--- config.mk ---
export PLATFORM = sky130hd
export DESIGN_NAME = serial_subtractor_flat
export DESIGN_NICKNAME = d
export VERILOG_FILES = /design/src/rtl/dvlsi_arith_pkg.sv /design/src/rtl/serial_subtractor_if.sv /design/src/rtl/serial_subtractor_fs.sv /design/src/rtl/serial_subtractor.sv /design/src/flat_wrapper.sv
export SDC_FILE = /design/constraint.sdc
export NUM_CORES = 1
export LEC_CHECK = 0
export CORE_UTILIZATION = 50
export CTS_CLUSTER_DIAMETER = 100
export DETAILED_ROUTE_END_ITERATION = 10
export PLACE_DENSITY = 0.79
export SYNTH_ARGS = -nofsm -noshare
export SYNTH_HDL_FRONTEND = slang
export SYNTH_SLANG_ARGS = --single-unit
--- constraint.sdc ---
create_clock -name clk -period 2.95 [get_ports clk]
set_input_delay 0.59 -clock clk [delete_from_list [all_inputs] [get_ports clk]]
set_output_delay 0.59 -clock clk [all_outputs]
set_load 0.02 [all_outputs]
--- src/rtl/dvlsi_arith_pkg.sv ---
// Shared arithmetic definitions: FSM state encoding for the bit-serial units
// and the full-subtractor truth functions used by serial and ripple datapaths.
package dvlsi_arith_pkg;

   typedef enum logic [1:0] {
      ST_IDLE  = 2'd0,
      ST_SHIFT = 2'd1,
      ST_DONE  = 2'd2
   } state_t;

   function automatic logic fs_diff(input logic x, input logic y, input logic bi);
      return x ^ y ^ bi;
   endfunction

   // Borrow out when the minuend bit cannot cover subtrahend plus incoming borrow.
   function automatic logic fs_borrow(input logic x, input logic y, input logic bi);
      return (~x & y) | (~(x ^ y) & bi);
   endfunction

endpackage

--- src/rtl/serial_subtractor_if.sv ---
// Controller-facing handshake and operand/result bundle of the serial subtractor.
interface serial_subtractor_if #(
   parameter int WIDTH = 4
);
   logic             start;
   logic [WIDTH-1:0] a;
   logic [WIDTH-1:0] b;
   logic             bin;
   logic             busy;
   logic             done;
   logic [WIDTH-1:0] diff;
   logic             bout;

   modport master (
      output start, a, b, bin,
      input  busy, done, diff, bout
   );

   modport slave (
      input  start, a, b, bin,
      output busy, done, diff, bout
   );
endinterface

--- src/rtl/serial_subtractor_fs.sv ---
// Combinational one-bit full subtractor; shared cell for serial and ripple subtractors.
module full_subtractor
   import dvlsi_arith_pkg::*;
(
   input  logic x,
   input  logic y,
   input  logic bi,
   output logic d,
   output logic bo
);

   assign d  = fs_diff(x, y, bi);
   assign bo = fs_borrow(x, y, bi);

endmodule

--- src/rtl/serial_subtractor.sv ---
// Bit-serial subtractor computing a - b - bin LSB first through one full-subtractor
// cell and a borrow flop, with a start/busy/done handshake.
module serial_subtractor
   import dvlsi_arith_pkg::*;
#(
   parameter int WIDTH = 4
) (
   input logic               clk,
   input logic               rst_n,
   serial_subtractor_if.slave bus
);

   localparam int CW = $clog2(WIDTH);

   state_t           state;
   state_t           state_nx;
   logic [WIDTH-1:0] ra;
   logic [WIDTH-1:0] rb;
   logic [WIDTH-1:0] diff_q;
   logic             br;
   logic             bout_q;
   logic [CW-1:0]    cnt;
   logic             d_bit;
   logic             bo_bit;
   logic             last_bit;

   full_subtractor u_fs (
      .x  (ra[0]),
      .y  (rb[0]),
      .bi (br),
      .d  (d_bit),
      .bo (bo_bit)
   );

   assign last_bit = (cnt == CW'(WIDTH - 1));

   always_ff @(posedge clk or negedge rst_n) begin
      if (!rst_n) begin
         state <= ST_IDLE;
      end else begin
         state <= state_nx;
      end
   end

   always_comb begin
      state_nx = state;
      case (state)
         ST_IDLE:  if (bus.start) state_nx = ST_SHIFT;
         ST_SHIFT: if (last_bit)  state_nx = ST_DONE;
         ST_DONE:  state_nx = ST_IDLE;
         default:  state_nx = ST_IDLE;
      endcase
   end

   // Operands are only sampled on an accepted start, so bus changes while busy are harmless.
   always_ff @(posedge clk or negedge rst_n) begin
      if (!rst_n) begin
         ra     <= '0;
         rb     <= '0;
         br     <= 1'b0;
         cnt    <= '0;
         diff_q <= '0;
         bout_q <= 1'b0;
      end else begin
         case (state)
            ST_IDLE: begin
               if (bus.start) begin
                  ra  <= bus.a;
                  rb  <= bus.b;
                  br  <= bus.bin;
                  cnt <= '0;
               end
            end
            ST_SHIFT: begin
               diff_q <= {d_bit, diff_q[WIDTH-1:1]};
               ra     <= ra >> 1;
               rb     <= rb >> 1;
               br     <= bo_bit;
               if (!last_bit) cnt <= cnt + CW'(1);
            end
            ST_DONE: begin
               bout_q <= br;
            end
            default: begin
               cnt <= '0;
            end
         endcase
      end
   end

   // The final borrow is exposed straight from the flop during DONE, then held.
   assign bus.busy = (state != ST_IDLE);
   assign bus.done = (state == ST_DONE);
   assign bus.diff = diff_q;
   assign bus.bout = (state == ST_DONE) ? br : bout_q;

endmodule
--- src/flat_wrapper.sv ---
// flat-port wrapper written by rule: the top's interface ports become plain ports
module serial_subtractor_flat import dvlsi_arith_pkg::*;
#(
   parameter int WIDTH = 4
)
  (clk, rst_n, bus_start, bus_a, bus_b, bus_bin, bus_busy, bus_done, bus_diff, bus_bout);
  serial_subtractor_if #(.WIDTH(WIDTH)) bus_i ();
  input logic clk;
  input logic rst_n;
  input wire logic [$bits(bus_i.start)-1:0] bus_start;
  input wire logic [$bits(bus_i.a)-1:0] bus_a;
  input wire logic [$bits(bus_i.b)-1:0] bus_b;
  input wire logic [$bits(bus_i.bin)-1:0] bus_bin;
  output wire logic [$bits(bus_i.busy)-1:0] bus_busy;
  output wire logic [$bits(bus_i.done)-1:0] bus_done;
  output wire logic [$bits(bus_i.diff)-1:0] bus_diff;
  output wire logic [$bits(bus_i.bout)-1:0] bus_bout;
  assign bus_i.start = bus_start;
  assign bus_i.a = bus_a;
  assign bus_i.b = bus_b;
  assign bus_i.bin = bus_bin;
  assign bus_busy = bus_i.busy;
  assign bus_done = bus_i.done;
  assign bus_diff = bus_i.diff;
  assign bus_bout = bus_i.bout;
  serial_subtractor #(.WIDTH(WIDTH)) u_core (.clk(clk), .rst_n(rst_n), .bus(bus_i));
endmodule
==> impl_metrics.ini <==
[logic_synthesis]
number_of_nets_in_the_synthesized_netlist = 85
synth.area.mux_share_pct = 7.46
synth_seq_area_share_pct = 50.7
yosysWarnings = 0
synth_largest_type_area_fraction_pct = 50.7
synthSimpleGateAreaFrac_pct = 16.3
yosys.area_share.adder_pct = 3.66
synth_xor_area_share_pct = 0.986
largest_family_of_logic_cells_by_synthesized_area = simple AND/OR/NAND/NOR gates
syn-mean-instance-area_sq_um = 12.5
synth_seq_cells = 18
synth_compound_gate_area_share_pct = 14.2
async_reset_ff_share_pct = 100
synthesis.instances = 71
netlist_area_sq_um = 888
synth-edff-count = 0
synthMostInstantiatedCell = sky130_fd_sc_hd__dfrtp_1
synthTopCellsByCount = sky130_fd_sc_hd__dfrtp_1, sky130_fd_sc_hd__inv_1, sky130_fd_sc_hd__mux2_2
synth_area_leaders = sky130_fd_sc_hd__dfrtp_1, sky130_fd_sc_hd__mux2_2, sky130_fd_sc_hd__nor4b_1
synth_ff_type = sky130_fd_sc_hd__dfrtp_1
synth_area_leader_cell = sky130_fd_sc_hd__dfrtp_1
synth_cell_type_count = 30

[die]
die_area_sq_um = 1950
initial_utilization_pct = 56.3
floorplan.rows = 14
design.core.area_sq_um = 1580
fp.dieW_um = 44.2
dieHeight_um = 44.2
top_level_ports = 19

[pwr]
p_seq_share_pct = 37.0
max-vdd-ir-drop_mv = 0.474
power_report.internal_total_mw = 0.744
power_dissipated_by_switching_net_loads_mw = 0.416
switching_share_pct = 35.9
share_comb_of_total_power_pct = 50.0
cellPowerDensity_nw_per_um2 = 1050
clock_network_fraction_of_design_power_pct = 13.0
power.leakage_nw = 0.477

[sta]
finalWorstPathRequiredPeriod_ns = 2.31
totalNegativeSetupSlack_ns = 0
setup-violations-final = 0
finClkSkew_ns = 0.000428
rsz0062_at_grt = no
slew_violations = 0
fmaxAchievable_mhz = 433
fin_crit_sh_pct = 78.3
max_slew.worst_pin.slew_ns = 0.774
slew_headroom_pct = 48.2
finalHoldViolations = 0

[route]
wl_per_cell_um = 14.8
detailroute.via_count = 634
firstDrtPassIters = 6
drt_iter0_drc = 12
post-route-drc-count = 0
routed_wirelength_um = 1560
ant_nets = 0
detail_route.vias_per_cell = 5.98

[final_layout]
fillers = 127
final_design_area_no_fill_sq_um = 1110
num_antenna_cells = 0
drive_above_1_share_pct = 18.9
finish.net_count = 105
areaGrowthSynthToFinish_pct = 24.6

[global_routing]
grt_start_max_net_pins = 21
grt_pass1_vias = 581
antenna_found_initial = 0
grt_use_met1_pct = 27.3
groute.layer.met2.usage_pct = 28.8
globalRouteTotalUtil_pct = 18.8
global_route_wire_length_before_repair_um = 2650
global_route.usage.met3_pct = 3.67
global_route.overflow_total = 0
grt_most_used_layer = met2

[clock_network]
clkLatencyLatePin_ns = 0.28
clock-root-buffer = sky130_fd_sc_hd__clkbuf_4
path_clk_slew_ns = 0.10
postCtsSetupBuffers = 0
numClockSinks = 18
cts_htree_levels = 1
postCtsHoldBufs = 0
tritoncts_clock_tree = done
cts.path.max_buffers = 2
cts.repair.resized = 0
tritoncts.num_buffers = 3

[setup_path]
worst-path-max-fanout = 2
worstSetupStartpointType = register
rrSetupSlack_ns = 1.57
crit_required_ns = 2.36
endpoint_kind = output port
worst_ep_arrival_time_ns = 1.72
crit_type = register to output port

[placed_design]
hpwl_um = 1130
placement.io_buffers = 18
gp_congestion = 0.724
place_area_sq_um = 1070

[job]
drv.max_cap_violation_count = 0

[worst_hold_path]
hold_path_class = register to register

[run_status]
outcome = completed
==> layer usage <==
| metal | vias to the layer above | routed length (um) | share of wire [%] |
|---|---|---|---|
| li1 | 305 | - | - |
| met1 | 315 | 775 | 50 |
| met2 | 14 | 731 | 47 |
| met3 | 0 | 57 | 3.6 |
| met4 | 0 | 0 | 0 |
| met5 | - | 0 | 0 |
==> path summary, 6_finish.rpt <==
| path | start | end | depth (start not counted) |
|---|---|---|---|
| worst max register to register | u_core.state[1]$_DFFE_PN0P_ | u_core.bus.diff[2]$_DFFE_PN0N_ | 3 |
| worst min-delay path | u_core.rb[3]$_DFFE_PN0P_ | u_core.rb[3]$_DFFE_PN0P_ | 1 |
| min in group asynchronous | rst_n | u_core.ra[1]$_DFFE_PN0P_ | 1 |
| worst min register to register | u_core.rb[3]$_DFFE_PN0P_ | u_core.rb[3]$_DFFE_PN0P_ | 1 |
| worst max-delay path | u_core.state[0]$_DFFE_PN0P_ | bus_bout | 3 |
| max in group asynchronous | rst_n | u_core.rb[3]$_DFFE_PN0P_ | 1 |
==> registers in the layout, summed over array words and instances (netlist names) <==
signal / count
u_core.ra: 4
u_core.cnt: 2
u_core.bus.diff: 4
u_core.bout_q: 1
u_core.br: 1
u_core.state: 2
u_core.rb: 4
==> stage by stage <==
step	power [mW]	setup WS, ns	hold slack, ns	util (%)	std cells
global placement	0.996	0.968	0.484	67.9	102
CTS	1.17	0.624	0.515	70.2	106
finish	1.16	0.641	0.507	70.2	106
detailed placement	1.02	0.940	0.490	67.9	102
global route	1.25	0.566	0.530	70.2	106
floorplan	0.847	1.04	0.294	-	71
==> area by class of cell <==
type	count	area [sq um]	share of cell area, %
Tap cell	16	20.0	1.81
Timing Repair Buffer	20	195	17.6
Multi-Input combinational cell	41	379	34.2
Clock buffer	4	36.3	3.28
Sequential cell	18	450	40.7
Inverter	7	26.3	2.37
==> cell usage in the layout (no fill, tap or decap), types with 2 or more instances in the layout <==
master	n
sky130_fd_sc_hd__clkdlybuf4s50_1	18
sky130_fd_sc_hd__dfrtp_1	18
sky130_fd_sc_hd__inv_1	7
sky130_fd_sc_hd__mux2_2	5
sky130_fd_sc_hd__nor4b_1	4
sky130_fd_sc_hd__a221oi_1	3
sky130_fd_sc_hd__or4b_1	3
sky130_fd_sc_hd__o221a_2	3
sky130_fd_sc_hd__clkbuf_4	3
sky130_fd_sc_hd__nor2b_1	2
sky130_fd_sc_hd__nand2b_1	2
sky130_fd_sc_hd__o32ai_1	2
sky130_fd_sc_hd__nor3b_1	2
sky130_fd_sc_hd__buf_4	2
==> power by group through the flow <==
stage / Clock [mW] / Sequential, mW / Combinational (mW)
final: 0.151 / 0.429 / 0.580
after global routing: 0.168 / 0.443 / 0.637
after CTS: 0.154 / 0.430 / 0.584
after detailed placement: 0 / 0.437 / 0.581
after global placement: 0 / 0.431 / 0.565
after floorplan: 0 / 0.459 / 0.388
==> critical path, stage by stage, from the launching register on <==
cell and delay (ns):
sky130_fd_sc_hd__dfrtp_1 0.39, sky130_fd_sc_hd__nor2b_1 0.15, sky130_fd_sc_hd__mux2_2 0.36, sky130_fd_sc_hd__clkdlybuf4s50_1 0.54
==> logic make-up (layout without fill, tap and decap cells) <==
group	Yosys count	after routing
xor+xnor	1	1
fa+ha+maj	2	2
compound gates	14	14
simple gates	18	18
flops	18	18
buf+inv	12	31
mux	6	6
Power figures use the tool's default switching activity.
